<file path="src/rtl/fifo_prog.sv">
// fifo_prog: single-clock synchronous FIFO with programmable almost-full /
// almost-empty thresholds, live fill count and one-cycle overflow/underflow
// pulses. Define FIFO_FWFT_EN to select first-word-fall-through reads;
// leaving it undefined selects the standard registered read port.
module fifo_prog #(
    parameter int unsigned WIDTH = 16,
    parameter int unsigned DEPTH = 32
) (
    input  logic                       clk,
    input  logic                       rst_n,
    input  logic                       wr_en,
    input  logic [WIDTH-1:0]           wr_data,
    output logic                       fifo_full,
    input  logic                       rd_en,
    output logic [WIDTH-1:0]           rd_data,
    output logic                       fifo_empty,
    input  logic [$clog2(DEPTH):0]     af_thresh,
    input  logic [$clog2(DEPTH):0]     ae_thresh,
    output logic                       almost_full,
    output logic                       almost_empty,
    output logic [$clog2(DEPTH):0]     fifo_count,
    output logic                       overflow,
    output logic                       underflow
);

    localparam int unsigned AW = $clog2(DEPTH);
    localparam int unsigned CW = AW + 1;

    logic [WIDTH-1:0] mem [DEPTH];
    logic [AW-1:0]    wr_ptr;
    logic [AW-1:0]    rd_ptr;
    logic [CW-1:0]    count_nxt_c;
    logic             wr_acc_c;
    logic             rd_acc_c;

    // Accept decisions look only at the registered flags
    assign wr_acc_c = wr_en && !fifo_full;
    assign rd_acc_c = rd_en && !fifo_empty;

    // Next occupancy; flags are derived from it so they line up with fifo_count
    always_comb begin
        count_nxt_c = fifo_count;
        if (wr_acc_c && !rd_acc_c) begin
            count_nxt_c = fifo_count + CW'(1);
        end else if (rd_acc_c && !wr_acc_c) begin
            count_nxt_c = fifo_count - CW'(1);
        end
    end

    // Pointers, count, status flags and error pulses
    always_ff @(posedge clk or negedge rst_n) begin
        if (!rst_n) begin
            wr_ptr       <= '0;
            rd_ptr       <= '0;
            fifo_count   <= '0;
            fifo_full    <= 1'b0;
            fifo_empty   <= 1'b1;
            almost_full  <= 1'b0;
            almost_empty <= 1'b1;
            overflow     <= 1'b0;
            underflow    <= 1'b0;
        end else begin
            if (wr_acc_c) begin
                wr_ptr <= wr_ptr + AW'(1);
            end
            if (rd_acc_c) begin
                rd_ptr <= rd_ptr + AW'(1);
            end
            fifo_count   <= count_nxt_c;
            fifo_full    <= (count_nxt_c == CW'(DEPTH));
            fifo_empty   <= (count_nxt_c == '0);
            almost_full  <= (count_nxt_c >= af_thresh);
            almost_empty <= (count_nxt_c <= ae_thresh);
            overflow     <= wr_en && fifo_full;
            underflow    <= rd_en && fifo_empty;
        end
    end

    // Storage array; contents are intentionally not reset
    always_ff @(posedge clk) begin
        if (wr_acc_c) begin
            mem[wr_ptr] <= wr_data;
        end
    end

`ifdef FIFO_FWFT_EN
    // Head word falls through; zero while empty so reset reads back as 0
    assign rd_data = fifo_empty ? '0 : mem[rd_ptr];
`else
    // Registered read port; holds until the next accepted read
    always_ff @(posedge clk or negedge rst_n) begin
        if (!rst_n) begin
            rd_data <= '0;
        end else if (rd_acc_c) begin
            rd_data <= mem[rd_ptr];
        end
    end
`endif

endmodule

</file>
<file path="config.mk">
export PLATFORM = sky130hd
export DESIGN_NAME = fifo_prog
export DESIGN_NICKNAME = d
export VERILOG_FILES = /design/src/rtl/fifo_prog.sv
export SDC_FILE = /design/constraint.sdc
export NUM_CORES = 1
export LEC_CHECK = 0
export ABC_AREA = 1
export CAP_MARGIN = 20
export CORE_AREA = 2 2 221 223
export DETAILED_ROUTE_END_ITERATION = 10
export DIE_AREA = 0 0 223 225
export PLACE_DENSITY = 0.66
export RECOVER_POWER = 25
export SYNTH_ARGS = -nofsm -noshare
export SYNTH_HDL_FRONTEND = slang
export SYNTH_SLANG_ARGS = --single-unit
export TNS_END_PERCENT = 100
</file>
<file path="constraint.sdc">
create_clock -name clk -period 2.7 [get_ports clk]
set_input_delay 0.54 -clock clk [delete_from_list [all_inputs] [get_ports clk]]
set_output_delay 0.54 -clock clk [all_outputs]
set_load 0.03 [all_outputs]
</file>
Yosys cells after proc, flatten, opt, wreduce, memory -nomap -nowiden. Memories as Yosys holds them, arrays and structs flattened. A register that Yosys moved wholly into a read port is not among the register bits. Index checks and enable logic that the tools add are counted.

Bits in registers: 22. Word-level logic and storage cells: 33. Memory bits (writable): 512. Latch bits: 0. Output and inout port bits: 28. Memory bits (read-only): 0. Input bits: 32. Memories: 1.

Div/mod/pow operators: 0. Shift-type cells: 0. Reduce and logical (&&, ||, !) cells: 12. $mul: 0. Bitwise gates (word level): 0. Mux-type cells: 4. Add/sub/neg operators: 4. Order comparisons: 2. Equal/unequal tests: 1.

Memory list: mem (words 32, bits a word 16, read ports 1, clocked after memory_dff 1, write ports 1, line 29) `logic [WIDTH-1:0] mem [DEPTH];`.

Operator list (count): 6-bit 2-to-1 mux (2); 5-bit by 1-bit adder with 5-bit output, second input constant (2); 6-bit by 1-bit adder with 6-bit output, second input constant (1); 6-bit == test, second input constant (1); 6-bit >= comparator (1); 6-bit <= comparator (1); 1-bit logical AND (6); 6-bit logical NOT (1); 6-bit by 1-bit subtractor with 6-bit output, second input constant (1); 1-bit logical NOT (5); 1-bit 2-to-1 mux (2).

Depth between registers and ports, before layout.
Depth in word-level cells: 7. Depth in mapped cells: 14. Mapped depth without buffers: 14.

Worst setup path after synthesis. No wires, ideal clock.

Kind: reg2reg. Start: register fifo_full. End: memory mem[11][0] (enable). Setup time: 0.388 ns. Buffers on the path: 0. Data arrival time: 1.762 ns. Cell stages (with the launch flop): 4. Period minus slack after synthesis: 2.151 ns. Slack: 0.549 ns. Data required time: 2.312 ns. Cells stage by stage: dfrtp_1 -> nor2_2 -> nand2_1 -> nor2_1.

Cells in the longest elaborated chain, start to end: 4.

RTL lines: from (decl) (line 13) `output logic fifo_full,`; from (signal assigned) (line 70) `fifo_full <= (count_nxt_c == CW'(DEPTH));`; 1-bit logical NOT (line 37) `assign wr_acc_c = wr_en && !fifo_full;`; 1-bit logical AND (line 37); 1-bit 2-to-1 mux (line 81) `if (wr_acc_c) begin`; 1-bit 2-to-1 mux (implied by the code) (line 82) `mem[wr_ptr] <= wr_data;`; to (decl) (line 29).

No other way between the ends.

Final worst setup path.
Start: input port wr_data[2]. End: memory mem[9][2], data pin.

RTL lines: from (decl) (line 12) `input logic [WIDTH-1:0] wr_data,`.

Straight into the memory's write port.

==> flow_metrics.env <==
export IMPL_antenna_found_initial=0
export IMPL_min_period_ns=2.63
export IMPL_synthCells=2266
export IMPL_synth_area_top_cells="edfxtp_1 (65%), nand2_1 (12%), nand3_1 (5.0%), inv_1 (4.3%), dfrtp_1 (3.8%)"
export IMPL_grt_pass1_wl_um=94900
export IMPL_synth_top_area_frac=0.651
export IMPL_antenna_left=0
export IMPL_wire_per_inst_um=20.5
export IMPL_fin_util=0.571
export IMPL_synth_area_leader_cell="edfxtp_1"
export IMPL_grt_pass1_vias=16200
export IMPL_post_cts_buffers=0
export IMPL_whs_path_depth=2
export IMPL_dpl_cell_count=2931
export IMPL_coreArea_um2=47500
export IMPL_async_flop_share=0.0691
export IMPL_fin_cells=3035
export IMPL_outcome="complete, but fails checks"
export IMPL_timing_fmax_mhz=380
export IMPL_place_congestion=0.902
export IMPL_setup_viol=0
export IMPL_path_depth=2
export IMPL_grt_setup_unrepaired="false"
export IMPL_drive_above_1_share=0.0748
export IMPL_drc_errors=0
export IMPL_clock_sinks=550
export IMPL_crit_required_ns=2.76
export IMPL_clock_root_buffer="clkbuf_16"
export IMPL_whs_ns=0.478
export IMPL_tightest_slew_ns=2.27
export IMPL_cap_violations=10
export IMPL_r2r_worst_path_cells=9
export IMPL_synth_cell_types=29
export IMPL_pin_count=60
export IMPL_final_hold_violation_count=0
export IMPL_crit_chain="dlygate4sd3_1, clkbuf_1"
export IMPL_netlist_area_um2=23600
export IMPL_r2r_slack_ns=0.36
export IMPL_timing_slew_headroom=-0.513
export IMPL_seq_area_frac_synth=0.691
export IMPL_p_leak_nw=11.2
export IMPL_clk_path_buf_depth=3
export IMPL_first_pass_iters=6
export IMPL_post_route_period_util=0.975
export IMPL_ir_worst_vdd_mv=0.641
export IMPL_critical_path_class="in -> reg"
export IMPL_htreeDepth=2
export IMPL_portBuffers=59
export IMPL_grtUsageTotal=0.253
export IMPL_nets=2425
export IMPL_power_density_nw_per_um2=1050
export IMPL_crit_slowest_cell="clkbuf_1"
export IMPL_grt_max_degree=115
export IMPL_dieArea_um2=50200
export IMPL_start_kind="input pin"
export IMPL_syn_area_per_cell_um2=10.4
export IMPL_drt_initial_drc_count=2008
export IMPL_cts_tree="yes"
export IMPL_cp_num_buf_inv=2
export IMPL_path_max_fanout=32
export IMPL_ys_flop_type="edfxtp_1"
export IMPL_initial_utilization=0.497
export IMPL_ctsResizeCount=0
export IMPL_final_max_slew_viol_count=320
export IMPL_die_width_um=223
export IMPL_cts_hold_buffers=1
export IMPL_cts_buffers_inserted=55
export IMPL_clk_latency_ns=0.61
export IMPL_row_count=80
export IMPL_cp_arrival_ns=2.69
export IMPL_finalWirelength_um=62300
export IMPL_cp_slowest_stage_delay_ns=1.61
export IMPL_syn_num_nets=2317
export IMPL_vias_per_cell=5.39
export IMPL_clk_pin_slew_ns=0.06
export IMPL_diodes=0
export IMPL_crit_path_end_kind="flip-flop"
export IMPL_grt_overflow_total=0
export IMPL_ys_warn_count=0
export IMPL_dp_hpwl_um=38200
export IMPL_die_y_um=225
export IMPL_path_delay_family="buffers and inverters"
export IMPL_hold_class="reg -> reg"
export IMPL_via_count=16300
export IMPL_synth_edf_count=512
export IMPL_synth_seq_cells=550
export IMPL_synthToLayoutAreaGrowth_pct=14.9
export IMPL_violations="capacitance limit, slew limit"
export IMPL_fin_skew_ns=0.0250
## power by group
group	switching [mW]	internal [mW]	leakage [nW]	total [mW]
sequential	0.368	10.1	5.07	10.4
combinational	7.25	3.07	5.24	10.3
clock	3.22	4.63	0.892	7.85
## registers in the layout, summed over array words and instances (netlist names)
| register | flops |
|---|---|
| fifo_full | 1 |
| mem | 512 |
| fifo_empty | 1 |
| underflow | 1 |
| almost_empty | 1 |
| overflow | 1 |
| rd_data | 16 |
| fifo_count | 6 |
| wr_ptr | 5 |
| almost_full | 1 |
| rd_ptr | 5 |
## cells in the mapped netlist, types with 18 or more instances
cell type  number
a21oi_1        36
nand3_1       238
o21ai_0        68
nand2_1       742
dfrtp_1        36
buf_1          18
ha_1           19
nor2_1        207
edfxtp_1      512
clkbuf_1       29
buf_2          42
inv_1         268
## layout by cell type (no fill, tap or decap), drive strengths merged
cell type / n
o211ai: 2
ha: 19
buf: 85
dlygate4sd3: 11
dfstp: 2
dfrtp: 36
inv: 270
nor2: 208
nand3: 238
clkbuf: 82
clkdlybuf4s50: 48
nand2: 743
clkinvlp: 7
o21bai: 2
o2111ai: 1
clkinv: 21
a21oi: 36
bufinv: 8
edfxtp: 512
o22ai: 1
o21ai: 73
xnor2: 1
xor2: 10
nand4: 4
## area by class of cell
type                       count  area, um2
fill                        3946      20400
sequential                   550      16300
multi-input combinational   1338       5720
clock buffer                  68       1470
timing repair buffer         158       1440
inverter                     271       1020
tap                          615        769
clock inverter                35        392
## final timing paths
kind                             from            end
setup / recovery           wr_data[2]      mem[9][2]
hold / removal             rd_data[9]     rd_data[9]
setup reg to reg            rd_ptr[0]     rd_data[6]
hold reg to reg            rd_data[9]     rd_data[9]
max in group asynchronous       rst_n      rd_ptr[1]
min in group asynchronous       rst_n  fifo_count[5]
## per-stage QoR
step,TNS [ns],setup WS (ns),instance area (um2),total power [mW]
after detailed placement,-0.0820,-0.0689,25300,20.8
final,0,0.0673,27100,28.6
after global placement,0,0.0295,25300,20.7
after floorplan,0,0.549,23600,17.0
after global routing,0,0.119,27100,30.1
after CTS,0,0.263,27200,28.7
## layer usage
layer,up-vias,track usage,part of all wire
met5,-,0,0
met1,7864,0.339,0.41
met3,148,0.0415,0.083
met2,715,0.409,0.47
met4,0,0.116,0.043
li1,7621,-,-
## cells by family (layout without fill, tap and decap cells)
kind of cell,after synthesis,in the layout,share of synthesized area
AND/OR/NAND/NOR,1193,1193,0.203
flip-flops,550,550,0.691
buffers and inverters,378,532,0.0672
AO/OA/AOI/OAI,115,115,0.0250
adder cells (fa/ha/maj),19,19,0.0101
XOR/XNOR,11,11,0.00408
Power figures use the tool's default switching activity.
==> RTL change, RTL diff (config.mk and constraints unchanged) <==
Build with the macro `FIFO_FWFT_EN` defined.
--- a/src/rtl/fifo_prog.sv
+++ b/src/rtl/fifo_prog.sv
@@ -4,2 +4,4 @@
 // leaving it undefined selects the standard registered read port.
+`define FIFO_FWFT_EN
+
 module fifo_prog #(
Check against the original RTL: not equivalent (a bounded check fails within 4 cycles, from zero or initial values and one cycle with rst_n low).
==> RTL change against the original RTL <==
Combinational power rose by 35%; total power is 8.7% higher; synthesized cell count down 3.3%; count of clock-buffer cells in the layout rose by 4; worst setup slack lost 440 ps; cell area is 3.6% higher; largest cell class unchanged; the run ends with capacitance limit, slew limit, setup timing left; critical endpoint is now rd_data[12]; synthesized area down 3.2%; wire length increased by 1.8%; sequential cell count shrank 16; non-clock buffer count up 67; clock power is 8.3% lower; maximum frequency fell by 14%.
==> RTL change: results (changes against the original RTL) <==
[flow_run]
maxCapViolCount=12  ; was 10

[grt]
grt_util_met1=0.3387  ; was 0.3386
gr-usage-all-layers=0.2491  ; was 0.2531
grt_pass1_wl_mm=93.48  ; was 94.92 mm
use_met3=0.03507  ; was 0.04146

[power_and_ir_drop]
p_sw_uw=12070  ; was 10830 uW
pwr-share-comb=0.447  ; was 0.361
power.share.clock=0.232  ; was 0.274

[worst_hold_path]
min_path_type=in -> reg  ; was reg -> reg
hp-start=wr_en  ; was rd_data[9]$_DFFE_PN0P_

[status]
status=finished, violations left  ; unchanged
violations=capacitance limit, slew limit, setup timing  ; was capacitance limit, slew limit

[yosys]
synth.area.mux_share=0.0004377  ; was 0
synth-xor-area-share=0.002681  ; was 0.004077
synth-adder-area-share=0.01040  ; was 0.01006
synth_common_cells=717 x nand2_1, 512 x edfxtp_1, 290 x nor2_1  ; was 742 x nand2_1, 512 x edfxtp_1, 268 x inv_1
yosysSeqAreaShare=0.6965  ; was 0.6910
synth.area.top_cells=edfxtp_1 67%, nand2_1 12%, nor2_1 4.8%  ; was edfxtp_1 65%, nand2_1 12%, nand3_1 5.0%
ys_types=27  ; was 29
async_flop_share=0.04120  ; was 0.06909

[clock_tree]
cts_buffers=54  ; was 55

[critical_path]
rrSetupSlack_ps=480  ; was 360 ps
cp-startpoint=rd_ptr[0]$_DFFE_PN0P_  ; was wr_data[2]

[placement]
place.gp.congestion=0.8874  ; was 0.9015
place_inst=2904  ; was 2931
dpl_cell_area_sq_um=25300  ; was 25320 sq um
place_ws_ps=-14.99  ; was -68.90 ps

[final_layout]
seq_share=0.5667  ; was 0.6019
regArea_sq_um=15940  ; was 16340 sq um
nNonClkBuffers=225  ; was 158
num-nonclk-inverters=211  ; was 271

[timing]
hold_ws_ps=549.7  ; was 478.2 ps
drv_slew=396  ; was 320
skew_ps=16.41  ; was 25.02 ps
setup_slack_ps=-371.5  ; was 67.34 ps
setup_viol=16  ; was 0

[routing]
wl_met2_mm=29.83  ; was 29.22 mm
wl_met1_mm=25.94  ; was 25.25 mm
wl_met3_mm=5.481  ; was 5.148 mm

RTL change: changes by cell type after synthesis, sizes merged, moves of 16 or more:
cell,unedited run,this run
nor2,208,292
inv,270,207
nand3,238,196
nand2,743,718
a21oi,36,20
dfrtp,36,20
RTL change: worst max-delay path by stage:
stage | endpoint | slack [ps] | cells past startpoint
2_1_floorplan | rd_data[12] | 410 | 13
3_3_place_gp | rd_data[0] | -20 | 11
3_5_place_dp | rd_data[0] | -10 | 11
4_1_cts | rd_data[6] | -410 | 12
5_1_grt | rd_data[13] | -480 | 12
6_report | rd_data[12] | -370 | 11
RTL change: critical path, cell delays in order (launching register included):
cell	delay, ps
dfrtp_4	570
inv_12	170
buf_16	190
buf_4	170
nand2_1	60
nand3_1	80
nand3_1	80
nand2_1	100
nand3_1	110
nor2_2	180
nor2_4	70
buf_6	130
RTL change: repair_timing:
action / in CTS / in global routing
cloned: 6 / 10
endpoints found under the setup margin: 16 / 16
buffers inserted: 7 / 8
hold buffers: 0 / 0
pin swaps: 22 / 39
resized for setup: 111 / 88
